**src/rtl/bitexpand.sv**
```systemverilog
// Streaming signed width expander: widens IWID-bit samples to OWID bits with
// zero, half-LSB midpoint or LFSR-dither fill, behind a two-entry skid stage.
module bitexpand #(
  parameter int IWID = 5,
  parameter int OWID = 8
) (
  input  logic            i_clk,
  input  logic            i_reset_n,
  input  logic            i_valid,
  output logic            o_ready,
  input  logic [IWID-1:0] i_data,
  input  logic [1:0]      i_mode,
  output logic            o_valid,
  input  logic            i_ready,
  output logic [OWID-1:0] o_data
);
  localparam int K = OWID - IWID;

  // Handshake: a sample moves on any rising edge where its valid and ready are
  // both high; valid never depends on ready, and o_ready is a registered flag.
  logic            skid_valid;
  logic [OWID-1:0] skid_data;
  logic [15:0]     lfsr;

  logic            in_xfer;
  logic            out_xfer;
  logic            fb;
  logic [K-1:0]    fill;
  logic [OWID-1:0] wide;

  logic            o_valid_n;
  logic [OWID-1:0] o_data_n;
  logic            skid_valid_n;
  logic [OWID-1:0] skid_data_n;
  logic [15:0]     lfsr_n;

  assign in_xfer  = i_valid && o_ready;
  assign out_xfer = o_valid && i_ready;
  assign fb       = lfsr[15] ^ lfsr[13] ^ lfsr[12] ^ lfsr[10];

  always_comb begin
    fill = '0;
    case (i_mode)
      2'd1:    fill[K-1] = 1'b1;
      2'd2:    fill = lfsr[K-1:0];
      default: fill = '0;
    endcase
  end

  // No sign extension: the narrow sample keeps the top bits of the word.
  assign wide = {i_data, fill};

  always_comb begin
    o_valid_n    = o_valid;
    o_data_n     = o_data;
    skid_valid_n = skid_valid;
    skid_data_n  = skid_data;
    lfsr_n       = lfsr;
    if (in_xfer) lfsr_n = {lfsr[14:0], fb};
    // in_xfer cannot coincide with a full skid because o_ready is !skid_valid.
    if (out_xfer && skid_valid) begin
      o_data_n     = skid_data;
      skid_valid_n = 1'b0;
    end else if (in_xfer && (!o_valid || i_ready)) begin
      o_data_n  = wide;
      o_valid_n = 1'b1;
    end else if (in_xfer) begin
      skid_data_n  = wide;
      skid_valid_n = 1'b1;
    end else if (out_xfer) begin
      o_valid_n = 1'b0;
    end
  end

  always_ff @(posedge i_clk or negedge i_reset_n) begin
    if (!i_reset_n) begin
      o_valid    <= 1'b0;
      o_data     <= '0;
      skid_valid <= 1'b0;
      skid_data  <= '0;
      o_ready    <= 1'b1;
      lfsr       <= 16'hACE1;
    end else begin
      o_valid    <= o_valid_n;
      o_data     <= o_data_n;
      skid_valid <= skid_valid_n;
      skid_data  <= skid_data_n;
      o_ready    <= !skid_valid_n;
      lfsr       <= lfsr_n;
    end
  end
endmodule

```
**config.mk**
```make
export PLATFORM = sky130hd
export DESIGN_NAME = bitexpand
export DESIGN_NICKNAME = d
export VERILOG_FILES = /design/src/rtl/bitexpand.sv
export SDC_FILE = /design/constraint.sdc
export NUM_CORES = 1
export LEC_CHECK = 0
export BUFFER_PORTS_ARGS = -buffer_cell sky130_fd_sc_hd__buf_2
export CORE_UTILIZATION = 55
export DETAILED_ROUTE_END_ITERATION = 10
export PLACE_DENSITY_LB_ADDON = 0.05
export SLEW_MARGIN = 20
export SYNTH_ARGS = -nofsm -noshare
export SYNTH_HDL_FRONTEND = slang
export SYNTH_SLANG_ARGS = --single-unit
```
**constraint.sdc**
```tcl
create_clock -name i_clk -period 1.8 [get_ports i_clk]
set_input_delay 0.09 -clock i_clk [delete_from_list [all_inputs] [get_ports i_clk]]
set_output_delay 0.09 -clock i_clk [all_outputs]
set_load 0.1 [all_outputs]
```
==> flow_summary.yaml <==
die:
  initial_core_util_pct: 60.5
  core_area_um2: 2570
  dieArea_um2: 3040
  ios: 21
  die_w_um: 55.2
  fp-row-count: 18
  die_y_um: 55.2
clock_network:
  ctsResizeCount: 0
  clockRootBuffer: "clkbuf_4"
  cts.htree.levels: 2
  clkSinkCount: 35
  clock_latency_ns: 0.34
  clk_pin_slew_worst_paths_ns: 0.11
  cts_tree: "yes"
  post-cts-setup-buffers: 0
  max-clock-path-buffers: 2
  cts_buffers: 5
global_route:
  track_usage_pct: 20.2
  grtUsageMet3_pct: 8.74
  antenna_found_initial: 0
  grt_pass1_vias: 919
  met1_usage_pct: 22.7
  grt_remaining_overflow: 0
  grt_pass1_wl_um: 3990
  grt_max_degree: 36
  use_met2_pct: 32.3
  grt.busiest_layer: "met2"
final_layout:
  area_delta_synth_final_pct: 14.7
  diodes: 0
  final_cell_count_no_fill: 170
  final_common_cell: "mux2_2"
  nNetsFinal: 152
  final_cell_mix: "mux2_2, dfrtp_1, buf_2, nand2_1, dfstp_2"
  nFillCells: 195
  drive_gt1_share_pct: 53.6
sta:
  fmax_ghz: 0.689
  hold_violations: 0
  tns_ns: 0
  setup_viol: 0
  slew_headroom_pct: 50.4
  tightest_slew_ns: 0.745
  rsz0062_at_grt: "no"
  skew_ns: 0.0136
  maxSlewViolCount: 0
  finalCriticalPeriod_ns: 1.45
  fin_crit_sh_pct: 80.6
routing:
  vias: 945
  wl_per_cell_um: 14.7
  drc: 0
  drtPass1Iterations: 4
  wl_um: 2500
  routed_via_density: 5.56
  drt_iter0_markers: 14
  ant_nets: 0
setup_path:
  crit_path_cell_trace: "nand2_1, a22oi_4, mux2_2"
  cp.depth: 3
  required_ns: 2.02
  crit_buf_inv: 0
  endpoint_kind: "flop"
  critPathMaxFanout: 9
  worstSetupPathType: "reg2reg"
  slowest_stage: "dfrtp_1"
  reg2reg_depth: 3
  startpoint_type: "flop"
  cp_data_arrival_time_ns: 1.67
  timing.rr.start: "skid_valid"
  worstSetupStartpoint: "skid_valid"
  path_delay_family: "flip-flops"
  cpPeakStageDelay_ns: 0.53
power_and_ir_drop:
  cellLeakagePower_nw: 0.831
  ir_drop_mv: 1.50
  powerDensity_nw_per_um2: 1590
worst_hold_path:
  worst_hold_path.num_cells: 3
  min_from: "i_mode[1]"
  hold_class: "in2reg"
place:
  portBuffers: 20
  hpwlAfterDp_um: 1690
  place.gp.congestion: 0.759
  dp_cells: 156
run:
  drv_cap: 0
run_status:
  status: "finished clean"
synthesis:
  synth_area_per_cell_um2: 14.1
  synth_cell_types: 19
  syn_inst: 110
  yosysSeqAreaShare_pct: 57.1
  synth_area_um2: 1550
  ys_ff_latch: 35
  syn-num-nets: 123
  synth-warning-count: 0
==> synth_stat cells <==
master | instances | area, um^2
dfstp_2 | 9 | 236
a21oi_1 | 1 | 5.00
dfrtp_1 | 26 | 651
buf_2 | 2 | 10.0
xnor2_1 | 3 | 26.3
o21a_1 | 1 | 7.51
buf_6 | 4 | 45.0
o21ai_0 | 7 | 35.0
mux2_2 | 33 | 372
nand4_1 | 3 | 18.8
ha_1 | 2 | 25.0
nand4b_1 | 1 | 8.76
a22oi_4 | 1 | 21.3
nor3b_1 | 1 | 7.51
and3_2 | 1 | 7.51
o31ai_1 | 2 | 15.0
inv_1 | 3 | 11.3
nand3_4 | 1 | 17.5
nand2_1 | 9 | 33.8
==> where the power goes <==
group          internal, mW  leakage (nW)  switching, mW  total [mW]
Clock                 0.230        0.0386          0.251       0.480
Combinational         0.338         0.364          0.914        1.25
Sequential            0.965         0.429          0.138        1.10
Total                  1.53         0.831           1.30        2.83
==> logic make-up (layout without fill, tap and decap cells) <==
| group | Yosys count | count (layout) | synth area share, % |
|---|---|---|---|
| DFF | 35 | 35 | 57.1 |
| muxes | 33 | 33 | 23.9 |
| and+or+nand+nor | 16 | 16 | 6.04 |
| AOI/OAI and AO/OA | 12 | 12 | 5.39 |
| buffers and inverters | 9 | 39 | 4.27 |
| xor gates and xnor gates | 3 | 3 | 1.69 |
| adders and majority gates | 2 | 2 | 1.61 |
==> through the flow <==
step	instance area, um^2	hold WS, ns	worst slack (ns)	power, mW	utilization (%)
global placement	1650	0.188	0.398	2.34	64.4
detailed placement	1650	0.202	0.353	2.37	64.4
CTS	1780	0.0810	0.336	2.86	69.4
finish	1780	0.101	0.349	2.83	69.4
floorplan	1560	-0.206	0.00601	2.22	-
global route	1780	0.0907	0.290	2.98	69.4
==> area by class of cell <==
class | instances | area (um^2) | area share [%]
Timing Repair Buffer | 28 | 175 | 9.83
Multi-Input combinational cell | 66 | 601 | 33.7
Sequential cell | 35 | 888 | 49.9
Inverter | 3 | 11.3 | 0.632
Tap cell | 30 | 37.5 | 2.11
Clock buffer | 8 | 68.8 | 3.86
==> worst reg2reg max path, delay by kind of cell (launching register included) <==
kind             cells  cell delay [ns]
flip-flops           1             0.53
AND/OR/NAND/NOR      1             0.14
multiplexers         1             0.38
AO/OA/AOI/OAI        1             0.29
==> repair_timing <==
item                       CTS  global route
hold buffers                 6             0
setup endpoints to repair    0             0
hold endpoints to repair    31             0
==> registers in the layout (all words and copies together) (netlist names) <==
signal,flops
o_ready,1
o_data,8
o_valid,1
skid_valid,1
lfsr,16
skid_data,8
==> path summary, 6_finish.rpt <==
check                               end  slack [ns]
max                           o_data[5]        0.35
min                        skid_data[2]        0.10
max reg2reg                   o_data[5]        0.35
min reg2reg                skid_data[2]        0.50
max in group asynchronous       o_valid        0.94
min in group asynchronous    skid_valid        0.35
==> metal layers <==
metal / part of all wire, % / vias to the layer above
li1: - / 454
met1: 44 / 456
met2: 48 / 29
met3: 5.1 / 6
met4: 2.0 / 0
met5: 0 / -
Power figures use the tool's default switching activity.
